**config.mk**
```make
export PLATFORM = sky130hd
export DESIGN_NAME = dmem_req_ctrl
export DESIGN_NICKNAME = d
export VERILOG_FILES = /design/src/rtl/dmem_req_ctrl.sv
export SDC_FILE = /design/constraint.sdc
export NUM_CORES = 1
export LEC_CHECK = 0
export BUFFER_PORTS_ARGS = -buffer_cell sky130_fd_sc_hd__buf_2
export CORE_MARGIN = 2
export CORE_UTILIZATION = 52
export CTS_BUF_LIST = sky130_fd_sc_hd__clkbuf_4 sky130_fd_sc_hd__clkbuf_8
export DETAILED_ROUTE_END_ITERATION = 16
export PLACE_DENSITY_LB_ADDON = 0.3
export SETUP_SLACK_MARGIN = 0.05
export SYNTH_ARGS = -nofsm -noshare
export SYNTH_HDL_FRONTEND = slang
export SYNTH_SLANG_ARGS = --single-unit
export TNS_END_PERCENT = 1
```
**constraint.sdc**
```tcl
create_clock -name clk -period 3.4 [get_ports clk]
set_input_delay 0.85 -clock clk [delete_from_list [all_inputs] [get_ports clk]]
set_output_delay 0.85 -clock clk [all_outputs]
set_load 0.01 [all_outputs]
```
**src/rtl/dmem_req_ctrl.sv**
```systemverilog
// Data-memory request controller: registers one core load/store, handshakes it to memory, returns load data.
// Latency: request reaches memory 1 cycle after req_valid_i; write stalls >=1 cycle, read >=2 cycles.
// Backpressure: stall_o holds the core until memory accepts a write or read data is returned; optional DMEM_TIMEOUT_EN adds a sticky error state.
module dmem_req_ctrl #(
    parameter int DATA_W      = 32,
    parameter int ADDR_W      = 12,
    parameter int TIMEOUT_CYC = 255
) (
    input  logic              clk,
    input  logic              reset_n,
    input  logic              req_valid_i,
    input  logic              req_wen_i,
    input  logic              req_byte_i,
    input  logic [ADDR_W-1:0] req_addr_i,
    input  logic [DATA_W-1:0] req_wdata_i,
    output logic              stall_o,
    output logic [DATA_W-1:0] rdata_o,
    output logic              rdata_valid_o,
    output logic              mem_valid_o,
    output logic              mem_wen_o,
    output logic              mem_byte_o,
    output logic [ADDR_W-1:0] mem_addr_o,
    output logic [DATA_W-1:0] mem_wdata_o,
    input  logic              mem_yumi_i,
    input  logic              mem_rvalid_i,
    input  logic [DATA_W-1:0] mem_rdata_i,
    output logic              mem_yumi_o,
    output logic              err_o
);

    localparam int NLANES = DATA_W / 8;
    localparam int OFF_W  = (NLANES > 1) ? $clog2(NLANES) : 1;

    // Reject parameter sets the byte-lane logic cannot handle.
    if ((DATA_W % 8) != 0 || DATA_W < 16 || TIMEOUT_CYC < 1) begin : g_bad_param
        $error("dmem_req_ctrl: unsupported parameter set");
    end

    typedef enum logic [1:0] {
        DMEM_IDLE      = 2'd0,
        DMEM_REQ_SENT  = 2'd1,
        DMEM_REQ_ACKED = 2'd2
`ifdef DMEM_TIMEOUT_EN
        , DMEM_ERR     = 2'd3
`endif
    } dmem_state_e;

    dmem_state_e       state_q, state_d;
    logic              wen_q, wen_d;
    logic              byte_q, byte_d;
    logic [ADDR_W-1:0] addr_q, addr_d;
    logic [DATA_W-1:0] wdata_q, wdata_d;
    logic [DATA_W-1:0] rdata_q, rdata_d;
    logic              rdata_valid_q, rdata_valid_d;
    logic              capture;
    logic              wr_accept;
    logic              in_err;
    logic [7:0]        byte_sel;

`ifdef DMEM_TIMEOUT_EN
    localparam int CNT_W = $clog2(TIMEOUT_CYC + 1);
    logic [CNT_W-1:0] cnt_q, cnt_d;
`endif

    // Pick the addressed byte lane out of the returned memory word.
    always_comb begin
        byte_sel = '0;
        for (int i = 0; i < NLANES; i++) begin
            if (addr_q[OFF_W-1:0] == OFF_W'(i)) begin
                byte_sel = mem_rdata_i[8*i +: 8];
            end
        end
    end

    // Next-state, request capture and read-data capture.
    always_comb begin
        state_d       = state_q;
        wen_d         = wen_q;
        byte_d        = byte_q;
        addr_d        = addr_q;
        wdata_d       = wdata_q;
        rdata_d       = rdata_q;
        rdata_valid_d = 1'b0;
        capture       = 1'b0;
        wr_accept     = 1'b0;

        case (state_q)
            DMEM_IDLE: begin
                // While rdata_valid is high the core is still holding the op that just completed.
                if (req_valid_i && !rdata_valid_q) begin
                    state_d = DMEM_REQ_SENT;
                    wen_d   = req_wen_i;
                    byte_d  = req_byte_i;
                    addr_d  = req_addr_i;
                    wdata_d = req_byte_i ? {NLANES{req_wdata_i[7:0]}} : req_wdata_i;
                end
            end
            DMEM_REQ_SENT: begin
                if (mem_yumi_i) begin
                    if (wen_q) begin
                        state_d   = DMEM_IDLE;
                        wr_accept = 1'b1;
                    end else if (mem_rvalid_i) begin
                        state_d = DMEM_IDLE;
                        capture = 1'b1;
                    end else begin
                        state_d = DMEM_REQ_ACKED;
                    end
                end
            end
            DMEM_REQ_ACKED: begin
                if (mem_rvalid_i) begin
                    state_d = DMEM_IDLE;
                    capture = 1'b1;
                end
            end
`ifdef DMEM_TIMEOUT_EN
            DMEM_ERR: begin
                state_d = DMEM_ERR;
            end
`endif
            default: begin
                state_d = DMEM_IDLE;
            end
        endcase

        if (capture) begin
            rdata_d       = byte_q ? {{(DATA_W-8){1'b0}}, byte_sel} : mem_rdata_i;
            rdata_valid_d = 1'b1;
        end

`ifdef DMEM_TIMEOUT_EN
        // Count cycles of an unfinished transaction; the last allowed cycle diverts to the error state.
        cnt_d = '0;
        if ((state_q == DMEM_REQ_SENT || state_q == DMEM_REQ_ACKED) && state_d != DMEM_IDLE) begin
            if (cnt_q == CNT_W'(TIMEOUT_CYC - 1)) begin
                state_d = DMEM_ERR;
            end else begin
                cnt_d = cnt_q + CNT_W'(1);
            end
        end
`endif
    end

    // State and datapath registers; reset drops any in-flight request.
    always_ff @(posedge clk or negedge reset_n) begin
        if (!reset_n) begin
            state_q       <= DMEM_IDLE;
            wen_q         <= 1'b0;
            byte_q        <= 1'b0;
            addr_q        <= '0;
            wdata_q       <= '0;
            rdata_q       <= '0;
            rdata_valid_q <= 1'b0;
        end else begin
            state_q       <= state_d;
            wen_q         <= wen_d;
            byte_q        <= byte_d;
            addr_q        <= addr_d;
            wdata_q       <= wdata_d;
            rdata_q       <= rdata_d;
            rdata_valid_q <= rdata_valid_d;
        end
    end

`ifdef DMEM_TIMEOUT_EN
    // Timeout counter register.
    always_ff @(posedge clk or negedge reset_n) begin
        if (!reset_n) begin
            cnt_q <= '0;
        end else begin
            cnt_q <= cnt_d;
        end
    end

    assign in_err = (state_q == DMEM_ERR);
`else
    assign in_err = 1'b0;
`endif

    assign err_o         = in_err;
    assign mem_valid_o   = (state_q == DMEM_REQ_SENT);
    assign mem_wen_o     = wen_q;
    assign mem_byte_o    = byte_q;
    assign mem_addr_o    = addr_q;
    assign mem_wdata_o   = wdata_q;
    assign mem_yumi_o    = capture;
    assign rdata_o       = rdata_q;
    assign rdata_valid_o = rdata_valid_q;
    // Gated by reset_n so that the core sees no stall while the block is held in reset.
    assign stall_o       = reset_n & (in_err | (req_valid_i & ~wr_accept & ~rdata_valid_q));

endmodule

```
==> run metrics, run 1 <==
CTS tree=built; Yosys top cell area share=0.550; FMAX=0.389 GHz; adder-cell share of the synthesized area=0.0102; Synth Area in Simple Gates=0.118; Die X=88.2 µm; PostCTS Resize Cnt=0; Slew Viols, Final=0; Fill cells=573; worst hold path depth=2; final RePlAce weighted congestion=0.847; clock buffer depth=2; Setup Skew=0.00619 ns; Mapped Cells=341; largest net degree at the start of global routing=71; stages on the worst setup path=6; Final Hold Vio Count=0; leakage=2.53 nW; Pre-antenna DRT Iters=4; Skew-Pair Late Insertion Delay=0.35 ns; Design Area, Final=4810 µm²; XOR/XNOR Fraction of Synth Area=0; Area growth, synth to finish=30.6%; residual DRC count=0; root buffer cell=clkbuf_8; Setup Buffers After CTS=0; Reg clk slew, reported paths=0.08 ns; Post-DP HPWL=6520 µm; Final TNS setup=0 ns; worst reg2reg startpoint=mem_byte_o; most frequent cells in the layout=buf_2 (163), dfrtp_1 (81), nand2_1 (55), o21ai_0 (48), mux2i_1 (31); ys flop type=dfrtp_1; Yosys reg bits=81; number of DRC markers in iteration 0=141; first-pass GRT wire length=13700 µm; WS Path Type=flop to primary output; GRT overflow=0; fin crit share=0.757; initial antenna violation count=0; Crit-path slowest cell=dfrtp_1; vias in the first global route=2866; mux cell area share after synthesis=0.160; I/O pins=166; final net count=582; Reg2Reg Capture Point=rdata_o[6]; die area=7770 µm²; largest family of logic cells by synthesized area=multiplexers; min Tclk post-route=2.57 ns; Slew @ Worst Pin=0.906 ns; Peak supply drop=537 µV; vias=3008; MaxCap Viol Count=0; die height=88.2 µm; crit end category=primary output; Core Area=6830 µm²; cell type with the largest total area after synthesis=dfrtp_1; unrepaired setup endpoints after global routing=no; layout cell share with drive strength beyond 1=0.423; r2r worst-path depth=3; CP required=2.55 ns; syn_nets=427; HP Start=rdata_o[31]; drt wl/cell=14.9 µm; Reg2Reg Setup Slack=1.40 ns; Pwr Density=920 nW/µm²; setup violators final=0; run status=complete, no violations; Antenna Diode Count=0; synth unique cells=31; total CTS buffers=9; GRT Total Usage=0.232; post-route ant nets=0; critical path's largest stage delay=0.39 ns; syn_area_per_cell=10.8 µm²; Synth Cell Area=3680 µm²; worst setup path startpoint=state_q[1]; total of warnings raised by yosys=0; num rows=30; WP data arrival=1.72 ns; top post-synthesis cells by area=dfrtp_1 (55%), mux2i_1 (8.4%), mux2_2 (6.7%), o21ai_0 (6.5%), nand2_1 (5.7%); Max transition margin=0.396; Crit Path Max Fanout=16; Top Family by Delay on Critical Path=buffers and inverters; hold_buf cts=0; crit path buf inv count=3; Post-synth EDFFs=0; sequential area share after synthesis=0.550; CP Launch Type=flop; dpl cell area=4560 µm²; Port-buffer cells=164; critical path, cell by cell=inv_1 > ha_1 > and3b_1 > o211ai_4 > inv_2 > buf_2; Util after Layout=0.704; Tot Pwr=4.43 mW; Compound-Gate Fraction of Synth Area=0.123; commonest non-fill, non-tap cell in the layout=buf_2; Via-to-Cell Ratio=5.04; total routed wirelength=8870 µm; Hold Path Class=flop to flop; Synth async-reset ratio=1.00; WHS Endpoint=rdata_o[31]; depth of the CTS H-tree=3; clock sinks=81; Initial Util=0.539
-- flip-flops by register name, summed over array words and instances (netlist names) --
signal,count
rdata_o,32
mem_addr_o,12
state_q,2
mem_byte_o,1
mem_wen_o,1
rdata_valid_o,1
mem_wdata_o,32
-- where the power goes --
group	internal, mW	switching, mW	total [mW]
combinational	0.855	0.947	1.80
sequential	1.42	0.347	1.77
clock	0.515	0.342	0.857
-- Yosys cell counts, types with 2 or more instances --
| cell type | instances |
|---|---|
| dfrtp_1 | 81 |
| nand2_1 | 56 |
| o21ai_0 | 48 |
| mux2i_1 | 31 |
| nand2b_1 | 25 |
| mux2_2 | 22 |
| buf_2 | 13 |
| nor2_1 | 11 |
| clkbuf_1 | 8 |
| a21oi_1 | 7 |
| a21o_1 | 6 |
| a32oi_1 | 6 |
| inv_1 | 4 |
| ha_1 | 3 |
| a22o_1 | 2 |
| mux2_4 | 2 |
| nor2b_1 | 2 |
-- layout make-up --
| cell class | count | area, µm² | area share |
|---|---|---|---|
| clock buffers | 11 | 145 | 0.0302 |
| clock inverters | 5 | 103 | 0.0213 |
| inverters | 5 | 18.8 | 0.00390 |
| multi-input cells | 231 | 1530 | 0.318 |
| flip-flops and latches | 81 | 2030 | 0.422 |
| well taps | 96 | 120 | 0.0250 |
| repair buffers | 168 | 866 | 0.180 |
-- stage by stage --
step	instances	setup WS, ns	hold WS, ns
finish	597	0.826	0.476
global route	597	0.704	0.505
CTS	597	0.803	0.483
detailed placement	581	0.911	0.466
global placement	581	0.947	0.457
floorplan	341	1.07	0.489
-- logic make-up (layout without fill, tap and decap cells) --
kind of cell	count (synthesis)	count (layout)
AO/OA/AOI/OAI	76	76
buffers and inverters	29	189
multiplexers	55	55
flip-flops	81	81
AND/OR/NAND/NOR	96	96
other	1	1
adder cells (fa/ha/maj)	3	3
-- worst register-to-register path, stage by stage, from the launching register on --
cell,delay [ns]
dfrtp_1,0.94
o21ai_1,0.44
a32oi_1,0.38
a21oi_1,0.12
-- routing by layer --
layer / routed length, µm / up-vias / global-route usage
met1: 3770 / 1398 / 0.308
met4: 175 / 0 / 0.0923
li1: - / 1474 / -
met2: 4180 / 120 / 0.357
met3: 738 / 16 / 0.0707
met5: 0 / - / 0
-- worst max path at each step --
stage                  to  slack, ns
2_1_floorplan  mem_yumi_o       1.07
3_3_place_gp   mem_yumi_o       0.95
3_5_place_dp   mem_yumi_o       0.91
4_1_cts        mem_yumi_o       0.80
5_1_grt        mem_yumi_o       0.70
6_report       mem_yumi_o       0.83
Note: power is estimated with default switching activity, not from simulation.
==> run 2: changes to the inputs <==
- ABC_AREA: unset -> 1
- CORE_UTILIZATION: 52 -> 44
- clock period: 3.4 -> 2.3 ns (I/O delays scaled with it)
==> run metrics, run 2 <==
CP required=1.73 ns (-0.82 ns); total of warnings raised by yosys=0 (unchanged); syn_area_per_cell=8.21 µm² (-24%); cell type with the largest total area after synthesis=dfrtp_1; root buffer cell=clkbuf_8; GRT overflow=0 (unchanged); critical path's largest stage delay=0.40 ns (about the same); Skew-Pair Late Insertion Delay=0.36 ns (about the same); Post-synth EDFFs=0 (unchanged); drt wl/cell=14.0 µm (-6.0%); largest net degree at the start of global routing=42 (-41%); Pwr Density=1290 nW/µm² (+40%); Setup Buffers After CTS=0 (unchanged); Yosys reg bits=81 (unchanged); Reg clk slew, reported paths=0.09 ns (about the same); sequential area share after synthesis=0.541 (-0.00920); fin crit share=0.897; final hold slack=0.330 ns (-0.146 ns); post-placement cell count=709 (+22%); Port-buffer cells=164 (unchanged); Slew Viols, Final=0 (unchanged); initial antenna violation count=0 (unchanged); PostCTS Resize Cnt=0 (unchanged); Max transition margin=0.639 (+0.243); first-pass GRT wire length=15600 µm (+14%); final net count=701 (+20%); commonest non-fill, non-tap cell in the layout=nand2_1; Antenna Diode Count=0 (unchanged); Hold Path Class=primary input to asynchronous set/reset pin; post-route ant nets=0 (unchanged); clock sinks=81 (unchanged); Core Area=8220 µm² (+20%); run status=complete, no violations; vias in the first global route=3288 (+15%); Setup Skew=0.00702 ns (+0.000830 ns); synth unique cells=24 (-23%); Crit-path slowest cell=dfrtp_1; Area growth, synth to finish=27.3%; top post-synthesis cells by area=dfrtp_1 (54%), nand2_1 (18%), nand3_1 (6.1%), nor2_1 (4.1%), o21ai_2 (3.3%); Initial Util=0.456 (-0.0832); ys flop type=dfrtp_1; depth of the CTS H-tree=3 (unchanged); Slew @ Worst Pin=0.540 ns (-0.366 ns); CP Launch Type=flop; most frequent cells in the layout=nand2_1 (179), buf_2 (163), dfrtp_1 (81), nand3_1 (45), nor2_1 (41); CTS tree=built; clock buffer depth=2 (unchanged); Mapped Cells=456 (+34%); Post-DP HPWL=7710 µm (+18%); die height=96.3 µm (+9.2%); GRT Total Usage=0.222 (-0.00954); Util after Layout=0.580 (-0.124); critical path, cell by cell=inv_1 > ha_1 > nand3_2 > a21oi_2 > buf_2; number of DRC markers in iteration 0=102 (-28%); Crit Path Max Fanout=5 (-11); residual DRC count=0 (unchanged); most common cell in the netlist=nand2_1; layout cell share with drive strength beyond 1=0.339 (-0.0844); final RePlAce weighted congestion=0.947 (+12%); leakage=2.69 nW (+6.4%); I/O pins=166 (unchanged); FMAX=0.485 GHz; vias=3551 (+18%); min Tclk post-route=2.06 ns; Top Family by Delay on Critical Path=flip-flops; Final Hold Vio Count=0 (unchanged); Final TNS setup=0 ns (unchanged); Die X=96.3 µm (+9.2%); crit path buf inv count=2 (-1); WP data arrival=1.49 ns (-0.23 ns); MaxCap Viol Count=0 (unchanged); crit end category=primary output; total routed wirelength=10100 µm (+14%); Pre-antenna DRT Iters=6 (+2); setup violators final=0 (unchanged); hold_buf cts=0 (unchanged); Synth async-reset ratio=1.00 (unchanged); Design Area, Final=4770 µm² (-0.83%); die area=9270 µm² (+19%); total CTS buffers=9 (unchanged); Via-to-Cell Ratio=4.90 (-2.8%); unrepaired setup endpoints after global routing=no; syn_nets=542 (+27%); num rows=33 (+10%); Yosys top cell area share=0.541 (-0.00920); fin cells=725 (+21%); dpl cell area=4590 µm² (+0.71%); Synth Cell Area=3740 µm² (+1.7%); top post-synthesis cells by count=nand2_1 (179), dfrtp_1 (81), nand3_1 (46); Peak supply drop=586 µV (+9.0%); WS Path Type=flop to primary output
[run 2: changes by cell type after synthesis, sizes merged, moves of 8 or more]
| cell | change |
|---|---|
| mux2i | -31 |
| nor2 | +32 |
| nand2b | -25 |
| buf | +8 |
| nand3 | +47 |
| o21ai | -10 |
| mux2 | -24 |
| nand2 | +124 |
| clkbuf | -8 |
| inv | +18 |
[run 2: path summary, 6_finish.rpt]
| check | from | endpoint | slack, ns | cells past startpoint |
|---|---|---|---|---|
| max in group asynchronous | reset_n | rdata_o[3] | 1.06 | 3 |
| worst max register to register | state_q[0] | mem_wdata_o[23] | 0.64 | 8 |
| min in group clk | req_addr_i[4] | mem_addr_o[4] | 0.41 | 3 |
| worst max-delay path | state_q[1] | mem_yumi_o | 0.24 | 5 |
| worst min-delay path | reset_n | rdata_o[10] | 0.33 | 2 |
| worst min register to register | mem_wdata_o[2] | mem_wdata_o[2] | 0.48 | 2 |
[run 2: through the flow]
stage	setup WS, ns	total power [mW]
final	0.237	6.14
after global routing	0.123	6.66
after floorplan	0.550	4.21
after global placement	0.619	5.15
after detailed placement	0.589	5.24
after CTS	0.206	6.21
[run 2: routing by layer]
| layer | wire length (µm) | vias to the layer above | GRT usage |
|---|---|---|---|
| li1 | - | 1749 | - |
| met1 | 4250 | 1628 | 0.276 |
| met2 | 4710 | 155 | 0.366 |
| met3 | 936 | 19 | 0.0540 |
| met4 | 229 | 0 | 0.0988 |
| met5 | 0 | - | 0 |
[run 2: where the power goes]
group          leakage [nW]  internal (mW)  switching (mW)
Clock                0.0864          0.399           0.554
Combinational          1.58           1.05            1.69
Sequential             1.02           2.03           0.406
Total                  2.69           3.49            2.65
[run 2: cell families (layout without fill, tap and decap cells)]
logic type,count (synthesis),in the layout,share of synthesized area
compound gates,53,53,0.0869
fa+ha+maj,3,3,0.0100
buf+inv,47,211,0.0695
flops,81,81,0.541
other cells,1,1,0.00100
simple gates,271,271,0.291
[run 2: layout make-up]
class | instances | area, µm²
multi-input combinational | 328 | 1460
sequential | 81 | 2030
clock buffer | 9 | 124
inverter | 23 | 88.8
timing repair buffer | 172 | 883
clock inverter | 7 | 51.3
fill | 791 | 3450
tap | 105 | 131
